$ cat src/rtl/pixel_axi4_burst_tx.sv
// Packs grayscale pixels into DATA_W beats and writes them as AXI4 INCR bursts.
// Optional BRESP error counter: define PIXEL_AXI4_BRESP_ERR_CNT_EN.
module pixel_axi4_burst_tx #(
    parameter int DATA_W       = 32,
    parameter int ADDR_W       = 32,
    parameter int MST_ID_W     = 5,
    parameter int TRANS_RESP_W = 2,
    parameter int PXL_W        = 8,
    parameter int BURST_LEN    = 16,
    parameter int FRAME_PXL    = 76800,
    parameter int MST_ID       = 0
) (
    input  logic                    clk,
    input  logic                    rst_n,
    input  logic [PXL_W-1:0]        pxl_i,
    input  logic                    pxl_vld_i,
    input  logic                    pxl_sof_i,
    output logic                    pxl_rdy_o,
    input  logic [ADDR_W-1:0]       dcr_pxl_addr_i,
    output logic [MST_ID_W-1:0]     s_awid_o,
    output logic [ADDR_W-1:0]       s_awaddr_o,
    output logic [7:0]              s_awlen_o,
    output logic [2:0]              s_awsize_o,
    output logic [1:0]              s_awburst_o,
    output logic                    s_awvalid_o,
    input  logic                    s_awready_i,
    output logic [DATA_W-1:0]       s_wdata_o,
    output logic [DATA_W/8-1:0]     s_wstrb_o,
    output logic                    s_wlast_o,
    output logic                    s_wvalid_o,
    input  logic                    s_wready_i,
    input  logic [MST_ID_W-1:0]     s_bid_i,
    input  logic [TRANS_RESP_W-1:0] s_bresp_i,
    input  logic                    s_bvalid_i,
    output logic                    s_bready_o,
    output logic                    frame_done_o,
    output logic                    busy_o
`ifdef PIXEL_AXI4_BRESP_ERR_CNT_EN
    ,
    output logic [15:0]             err_cnt_o
`endif
);

    localparam int PPB   = DATA_W / PXL_W;
    localparam int BYTES = DATA_W / 8;
    localparam int PCW   = (PPB > 1) ? $clog2(PPB) : 1;
    localparam int BIW   = (BURST_LEN > 1) ? $clog2(BURST_LEN) : 1;
    localparam int FCW   = $clog2(FRAME_PXL + 1);

    typedef enum logic [2:0] {
        S_IDLE,
        S_FILL,
        S_AW,
        S_W,
        S_B
    } state_e;

    state_e              state_q, state_d;
    logic [DATA_W-1:0]   buf_q [BURST_LEN];
    logic [DATA_W-1:0]   buf_d [BURST_LEN];
    logic [PCW-1:0]      pix_q, pix_d;
    logic [8:0]          beat_q, beat_d;
    logic [FCW-1:0]      frm_q, frm_d;
    logic [ADDR_W-1:0]   addr_q, addr_d;
    logic [7:0]          len_q, len_d;
    logic [7:0]          wbeat_q, wbeat_d;
    logic                last_q, last_d;

    logic                pxl_acc, sof_acc, b_acc;
    logic [PCW-1:0]      eff_pix;
    logic [8:0]          eff_beat;
    logic [FCW-1:0]      eff_frm;
    logic [BIW-1:0]      idx;
    logic                b_unused;

    assign pxl_acc  = pxl_vld_i && (state_q == S_IDLE || state_q == S_FILL);
    assign sof_acc  = pxl_acc && pxl_sof_i;
    assign b_acc    = (state_q == S_B) && s_bvalid_i;
    assign b_unused = ^{s_bid_i, s_bresp_i};

    // An accepted SOF packs as pixel 0 of a fresh frame.
    assign eff_pix  = sof_acc ? '0 : pix_q;
    assign eff_beat = sof_acc ? '0 : beat_q;
    assign eff_frm  = sof_acc ? '0 : frm_q;
    assign idx      = eff_beat[BIW-1:0];

    always_comb begin
        state_d = state_q;
        buf_d   = buf_q;
        pix_d   = pix_q;
        beat_d  = beat_q;
        frm_d   = frm_q;
        addr_d  = addr_q;
        len_d   = len_q;
        wbeat_d = wbeat_q;
        last_d  = last_q;
        unique case (state_q)
            S_IDLE, S_FILL: begin
                if (sof_acc || (pxl_acc && state_q == S_FILL)) begin
                    if (sof_acc)
                        addr_d = dcr_pxl_addr_i;
                    if (eff_pix == '0)
                        buf_d[idx] = DATA_W'(pxl_i);
                    else
                        buf_d[idx][eff_pix*PXL_W +: PXL_W] = pxl_i;
                    if (eff_pix == PCW'(PPB - 1)) begin
                        pix_d  = '0;
                        beat_d = eff_beat + 9'd1;
                    end else begin
                        pix_d  = eff_pix + 1'b1;
                        beat_d = eff_beat;
                    end
                    frm_d   = eff_frm + 1'b1;
                    state_d = S_FILL;
                    if (frm_d == FCW'(FRAME_PXL) || beat_d == 9'(BURST_LEN)) begin
                        state_d = S_AW;
                        len_d   = eff_beat[7:0];
                        last_d  = (frm_d == FCW'(FRAME_PXL));
                        wbeat_d = '0;
                    end
                end
            end
            S_AW: begin
                if (s_awready_i)
                    state_d = S_W;
            end
            S_W: begin
                if (s_wready_i) begin
                    if (wbeat_q == len_q)
                        state_d = S_B;
                    else
                        wbeat_d = wbeat_q + 8'd1;
                end
            end
            S_B: begin
                if (s_bvalid_i) begin
                    addr_d = addr_q + ADDR_W'(({1'b0, len_q} + 9'd1) * BYTES);
                    pix_d  = '0;
                    beat_d = '0;
                    state_d = last_q ? S_IDLE : S_FILL;
                end
            end
            default: state_d = S_IDLE;
        endcase
    end

    always_ff @(posedge clk or negedge rst_n) begin
        if (!rst_n) begin
            state_q <= S_IDLE;
            for (int i = 0; i < BURST_LEN; i++)
                buf_q[i] <= '0;
            pix_q   <= '0;
            beat_q  <= '0;
            frm_q   <= '0;
            addr_q  <= '0;
            len_q   <= '0;
            wbeat_q <= '0;
            last_q  <= 1'b0;
        end else begin
            state_q <= state_d;
            buf_q   <= buf_d;
            pix_q   <= pix_d;
            beat_q  <= beat_d;
            frm_q   <= frm_d;
            addr_q  <= addr_d;
            len_q   <= len_d;
            wbeat_q <= wbeat_d;
            last_q  <= last_d;
        end
    end

    // Ready is gated by reset so every output idles low while rst_n is low.
    assign pxl_rdy_o    = rst_n && (state_q == S_IDLE || state_q == S_FILL);
    assign s_awid_o     = MST_ID_W'(MST_ID);
    assign s_awaddr_o   = addr_q;
    assign s_awlen_o    = len_q;
    assign s_awsize_o   = 3'($clog2(BYTES));
    assign s_awburst_o  = 2'b01;
    assign s_awvalid_o  = (state_q == S_AW);
    assign s_wvalid_o   = (state_q == S_W);
    assign s_wdata_o    = s_wvalid_o ? buf_q[wbeat_q[BIW-1:0]] : '0;
    assign s_wstrb_o    = '1;
    assign s_wlast_o    = s_wvalid_o && (wbeat_q == len_q);
    assign s_bready_o   = (state_q == S_B);
    assign frame_done_o = b_acc && last_q;
    assign busy_o       = (state_q != S_IDLE);

`ifdef PIXEL_AXI4_BRESP_ERR_CNT_EN
    logic [15:0] err_q, err_d;

    always_comb begin
        err_d = err_q;
        if (sof_acc)
            err_d = '0;
        else if (b_acc && s_bresp_i != '0 && err_q != 16'hFFFF)
            err_d = err_q + 16'd1;
    end

    always_ff @(posedge clk or negedge rst_n) begin
        if (!rst_n)
            err_q <= '0;
        else
            err_q <= err_d;
    end

    assign err_cnt_o = err_q;
`endif

endmodule

$ cat config.mk
export PLATFORM = sky130hd
export DESIGN_NAME = pixel_axi4_burst_tx
export DESIGN_NICKNAME = d
export VERILOG_FILES = /design/src/rtl/pixel_axi4_burst_tx.sv
export SDC_FILE = /design/constraint.sdc
export NUM_CORES = 1
export LEC_CHECK = 0
export CELL_PAD_IN_SITES_DETAIL_PLACEMENT = 2
export CELL_PAD_IN_SITES_GLOBAL_PLACEMENT = 2
export CORE_MARGIN = 4
export CORE_UTILIZATION = 42
export CTS_BUF_LIST = sky130_fd_sc_hd__clkbuf_4
export DETAILED_ROUTE_END_ITERATION = 12
export PLACE_DENSITY = 0.84
export SYNTH_ARGS = -nofsm -noshare
export SYNTH_HDL_FRONTEND = slang
export SYNTH_SLANG_ARGS = --single-unit
$ cat constraint.sdc
create_clock -name clk -period 4 [get_ports clk]
set_input_delay 0.6 -clock clk [delete_from_list [all_inputs] [get_ports clk]]
set_output_delay 0.6 -clock clk [all_outputs]
set_load 0.03 [all_outputs]
==> Yosys cells after proc, flatten, opt, wreduce, memory -nomap -nowiden <==
Index checks and enable logic that the tools add are counted.
{ "word_totals": {"ff_bits": 592, "output_inout_bits": 93, "elab_cells": 118, "input_bits": 54} }
{ "classes": {"muxes": 41, "shift": 2, "n_eq_ne": 16, "bitwise_logic": 2, "magnitude_cmp": 3, "addsub": 7, "n_reduce_logical": 23} }
{ "ops": {"columns": ["op", "n"], "rows": [
  ["bitwise mux 512 bit", 2],
  ["2-to-1 mux 512 bit", 1],
  ["demux 32 bit (select 4 bit)", 2],
  ["2-to-1 mux 32 bit", 8],
  ["binary-select mux 32 bit (select 4 bit)", 1],
  ["one-hot mux 32 bit (2 select lines)", 1],
  ["2-to-1 mux 9 bit", 6],
  ["negation 5 -> 34 bit", 1],
  ["variable shift 8 x 34 -> 32 bit (first input constant)", 1],
  ["indexed part select 8 x 34 -> 32 bit", 1],
  ["adder 32 x 11 -> 32 bit", 1],
  ["2-to-1 mux 8 bit", 4],
  ["one-hot mux 9 bit (2 select lines)", 1],
  ["adder 17 x 1 -> 17 bit (second input constant)", 1],
  ["== test 17 bit (second input constant)", 1],
  ["2-to-1 mux 17 bit", 1],
  ["one-hot mux 8 bit (2 select lines)", 1],
  ["2-to-1 mux 3 bit", 5],
  ["one-hot mux 3 bit (4 select lines)", 1],
  [">= comparator 5 bit (second input constant)", 2],
  ["2-to-1 mux 2 bit", 5],
  ["inequality test 2 bit (second input constant)", 5],
  ["inverter 4 -> 5 bit", 2],
  ["AND reduction 5 bit", 2],
  ["other kinds (24)", 38]
]} }

==> Depth between registers and ports, before layout <==
{ "logic_depth": {"ltp_word": 14, "ltp_mapped": 15, "depth_no_buf": 12} }

==> Worst setup path before layout <==
No wires, ideal clock.
{ "synth_timing": {"path_kind": "input-to-reg", "start": "in pxl_sof_i", "end": "reg len_q[3], in the netlist s_awlen_o[3]", "required_ns": 3.875, "path_buffers": 4, "t_arrival_ns": 3.746, "setup_ns": 0.125, "path_slack_ns": 0.129, "stages": 14, "path_cell_list": "nand4bb_1 -> clkbuf_1 -> clkbuf_1 -> clkbuf_1 -> and2_1 -> ha_1 -> and2_1 -> buf_2 -> and3_4 -> mux2_4 -> o21a_1 -> o41ai_4 -> nand2_4 -> mux2_4"} }
{ "synth_between": {"elab_chain_cells": 9, "elab_cells_between_ends": 15, "cone_classes": "2 x add/sub; 3 x eq/ne; 6 x mux; 4 x reduce/logical"} }
{ "synth_lines": {"columns": ["item", "line_no", "text"], "rows": [
  ["start, declared", "17", "input logic pxl_sof_i,"],
  ["logical AND 1 bit (*)", "77", "assign sof_acc = pxl_acc && pxl_sof_i;"],
  ["2-to-1 mux 9 bit or 2-to-1 mux 2 bit (tied branches)", "83, 82", null],
  ["adder 9 x 1 -> 9 bit or == test 2 bit (tied branches)", "108, 106", null],
  ["2-to-1 mux 9 bit", "106", "if (eff_pix == PCW'(PPB - 1)) begin"],
  ["2-to-1 mux 9 bit", "99", "if (sof_acc || (pxl_acc && state_q == S_FILL)) begin"],
  ["2-to-1 mux 9 bit", "97", "unique case (state_q)"],
  ["== test 9 x 5 -> 1 bit", "115", "if (frm_d == FCW'(FRAME_PXL) || beat_d == 9'(BURST_LEN)) begin"],
  ["logical OR 1 bit", "115", null],
  ["AND reduction 3 bit (no line)", null, null],
  ["end signal, assigned", "166", "len_q <= len_d;"],
  ["end, declared", "65", "logic [7:0] len_q, len_d;"]
]} }
Every way passes the cells marked *; elsewhere a longest branch is shown, timed or not. The select of a mux whose other input is x is not followed.
A chain may end at the register's enable or synchronous reset.

==> Worst setup path after layout <==
{ "layout_timing": {"start": "reg wbeat_q[0]", "end": "out s_wdata_o[31]"} }
{ "layout_between": {"elab_chain_cells": 5} }
{ "layout_lines": {"columns": ["item", "line_no", "text"], "rows": [
  ["start, declared", "66", "logic [7:0] wbeat_q, wbeat_d;"],
  ["start signal, assigned", "167", "wbeat_q <= wbeat_d;"],
  ["inverter 4 -> 5 bit (not written as such)", "181", "assign s_wdata_o = s_wvalid_o ? buf_q[wbeat_q[BIW-1:0]] : '0;"],
  ["binary-select mux 32 bit (select 4 bit)", "181", null],
  ["2-to-1 mux 32 bit (not written as such) (2 in series)", "181", null],
  ["2-to-1 mux 32 bit", "181", null],
  ["end, declared", "27", "output logic [DATA_W-1:0] s_wdata_o,"]
]} }
No other way between the ends. The select of a mux whose other input is x is not followed.

==> results.tsv <==
metric	value	unit
number of global-route vias before repair	29100	
fin nets	2928	
RR Endpoint	s_awaddr_o[13]$_DFFE_PN0P_	
DPL Wire Length	70100	µm
CTS Root Cell	clkbuf_4	
CTS sink cnt	592	
status	finished, violations left	
Fmax	244	MHz
CTS Buf Count	163	
Starting Density	0.427	
Max Cap Violations	0	
Top FF cell, synth	dfrtp_1	
Worst R2R Setup Slack	0.36	ns
Max-slew headroom	0.0934	
Yosys Warn Count	0	
Total Routing Usage GR	0.366	
top-count cell post-synth	dfrtp_1	
Post-Layout Cell Count	3834	
Reg clk slew, reported paths	0.08	ns
maximum vdd drop	0.245	mV
Area Overhead vs Synth	18.2	%
crit path from	wbeat_q[0]$_DFFE_PN0P_	
area leader, netlist	dfrtp_1	
H-tree depth	4	
post-synth cell types	75	
max-slew violations	0	
buffer depth of the longest clock path	3	
Critical Path Start Type	flip-flop	
FILL cells	6486	
RSZ-0062 raised after global routing	yes	
post-route ant nets	0	
I/O pins	147	
worst setup margin	-0.0921	ns
Tcrit/Tclk final	1.02	
WP data required	3.40	ns
Vias	25500	
WL final	132000	µm
Die Y	267	µm
violated checks	setup timing	
wire length per cell	34.4	µm
CORE AREA	66200	µm²
Syn Area/Cell	10.8	µm²
Cells after Synth	2615	
initial antenna violation count	10	
row cnt	94	
IO buf count	125	
min-delay worst type	input port to flip-flop	
Final Wtd Congestion	0.853	
Clk Latency, worst-skew pair	1.12	ns
final setup violation count	19	
critical path class	flip-flop to output pin	
initial drt markers	2480	
clock skew	0.0734	ns
#FFs+latches synth	592	
R2R Path Start	s_awlen_o[0]$_DFFE_PN0P_	
DRC	0	
synth top area cells	dfrtp_1 52%, mux4_2 13%, o21ai_0 8.2%	
Inst Count DP	3518	
pin count of the biggest net entering global routing	177	
layout cell share with drive strength beyond 1	0.218	
Setup crit end	s_wdata_o[31]	
die width	267	µm
hold path start	dcr_pxl_addr_i[1]	
Leakage	14.5	nW
P per Cell Area	489	nW/µm²
Seq/Total Area, Yosys	0.524	
EDFF count, synth	0	
Final Hold Vio Count	0	
top-area cell type share of the netlist area	0.524	
Crit. End Element	output pin	
drt first pass iters	5	
GR Overflow Total	0	
Setup TNS	-0.909	ns
CTS tree	done	
Min Clock Period, post-route	4.09	ns
Post-Syn Area	28200	µm²
Die ar.	71500	µm²
crit-path max FO	8	
worst slew pin tran	1.35	ns
async set-reset flop share out of synthesis	1.00	
via/cell ratio	6.65	
WP data arrival	3.49	ns
Post-synth top cells	592 x dfrtp_1, 585 x nand2_1, 460 x o21ai_0	
first-pass GRT wire length	196000	µm
FF-to-FF path depth	12	
-- routing by layer --
layer  GRT usage  vias to the layer above  routed length (µm)
met1       0.428                    13400               47700
met3      0.0910                      634               10700
met2       0.603                     1541               64200
met5           0                        -                  41
met4       0.237                        6                9310
li1            -                     9907                   -
-- final cells by class --
type                       count  area (µm²)  share of cell area
clock inverter                38         223             0.00667
multi-input combinational   1825       12700               0.381
clock buffer                 237        1780              0.0533
antenna                        8        20.0            0.000600
inverter                      24        90.1             0.00270
sequential                   592       14800               0.444
timing repair buffer         246        2650              0.0794
tap                          864        1080              0.0324
-- flip-flops by register name (all words and copies together) (netlist names) --
name / flops
pix_q: 2
s_awaddr_o: 32
state_q: 3
last_q: 1
beat_q: 9
s_awlen_o: 8
wbeat_q: 8
frm_q: 17
buf_q: 512
-- worst max-delay path, stage by stage, from the launching register on --
cell and delay (ns):
dfrtp_4 0.47, buf_12 0.15, buf_16 0.19, buf_16 0.16, buf_6 0.11, mux4_2 0.49
mux4_2 0.50, and2_4 0.20, buf_12 0.13
-- power breakdown --
part,internal (W),leakage [nW],total (W),switching (W)
logic,0.00115,5.21,0.00370,0.00256
registers,0.00627,8.12,0.00662,0.000355
clock network,0.00284,1.19,0.00600,0.00316
total,0.0103,14.5,0.0163,0.00607
-- metrics by stage --
step | setup slack, ns | area, µm² | hold WS, ns | power (W) | utilization
3_5_place_dp | -0.0637 | 30700 | 0.469 | 0.0101 | 0.464
6_report | -0.0921 | 33400 | 0.0711 | 0.0163 | 0.504
3_3_place_gp | 0.0814 | 30700 | 0.456 | 0.00989 | 0.464
2_1_floorplan | 0.129 | 28300 | 0.304 | 0.00862 | -
5_1_grt | -0.119 | 33400 | 0.0789 | 0.0169 | 0.504
4_1_cts | -0.0817 | 33200 | 0.0323 | 0.0160 | 0.501
-- layout by cell type (no fill, tap or decap), types with 6 or more instances in the layout --
| master | netlist | layout |
|---|---|---|
| dfrtp_1 | 592 | 588 |
| nand2_1 | 585 | 585 |
| o21ai_0 | 460 | 458 |
| clkbuf_4 | 0 | 237 |
| mux4_2 | 160 | 160 |
| clkdlybuf4s50_1 | 0 | 91 |
| buf_4 | 14 | 87 |
| a22o_1 | 81 | 81 |
| nor2_1 | 65 | 65 |
| nand3_1 | 50 | 50 |
| and2_1 | 67 | 47 |
| and3_1 | 37 | 37 |
| a21oi_1 | 30 | 29 |
| mux2_2 | 25 | 25 |
| inv_1 | 24 | 24 |
| clkinv_1 | 0 | 24 |
| nor3_1 | 23 | 22 |
| ha_1 | 21 | 21 |
| and2_4 | 0 | 20 |
| buf_6 | 1 | 20 |
| buf_12 | 0 | 18 |
| a32o_1 | 16 | 16 |
| xnor2_1 | 14 | 14 |
| xor2_1 | 14 | 14 |
| conb_1 | 2 | 14 |
| a31oi_1 | 13 | 13 |
| o22a_1 | 11 | 11 |
| nand4_1 | 10 | 10 |
| or3_1 | 10 | 10 |
| buf_2 | 7 | 10 |
| a311oi_1 | 9 | 9 |
| buf_16 | 0 | 9 |
| diode_2 | 0 | 8 |
| o21a_1 | 7 | 7 |
| and2_0 | 7 | 7 |
| mux2_4 | 7 | 7 |
| o22ai_1 | 6 | 6 |
| a211oi_1 | 6 | 6 |
-- worst min-delay path by stage --
| stage | slack (ns) | cells after the start | end |
|---|---|---|---|
| 2_1_floorplan | 0.30 | 0 | beat_q[0]$_DFFE_PN0P_ |
| 3_3_place_gp | 0.46 | 2 | buf_q[91]$_DFFE_PN0P_ |
| 3_5_place_dp | 0.47 | 2 | buf_q[366]$_DFFE_PN0P_ |
| 4_1_cts | 0.03 | 3 | s_awaddr_o[1]$_DFFE_PN0P_ |
| 5_1_grt | 0.08 | 3 | s_awaddr_o[1]$_DFFE_PN0P_ |
| 6_report | 0.07 | 3 | s_awaddr_o[1]$_DFFE_PN0P_ |
-- repair_timing --
item / in CTS / in global routing
endpoints found under the setup margin: 33 / 33
resized for setup: 172 / 34
setup buffers: 14 / 7
hold buffers: 3 / 0
cloned: 5 / 4
endpoints found under the hold margin: 194 / 0
pin swaps: 2 / 0
-- logic make-up after synthesis --
kind of cell / count (synthesis) / synth area share
XOR/XNOR: 28 / 0.00868
adder cells (fa/ha/maj): 22 / 0.0100
AND/OR/NAND/NOR: 886 / 0.139
flip-flops: 592 / 0.524
buffers and inverters: 210 / 0.0303
AO/OA/AOI/OAI: 678 / 0.145
other: 2 / 0.000266
multiplexers: 197 / 0.143
Note: power is estimated with default switching activity, not from simulation.
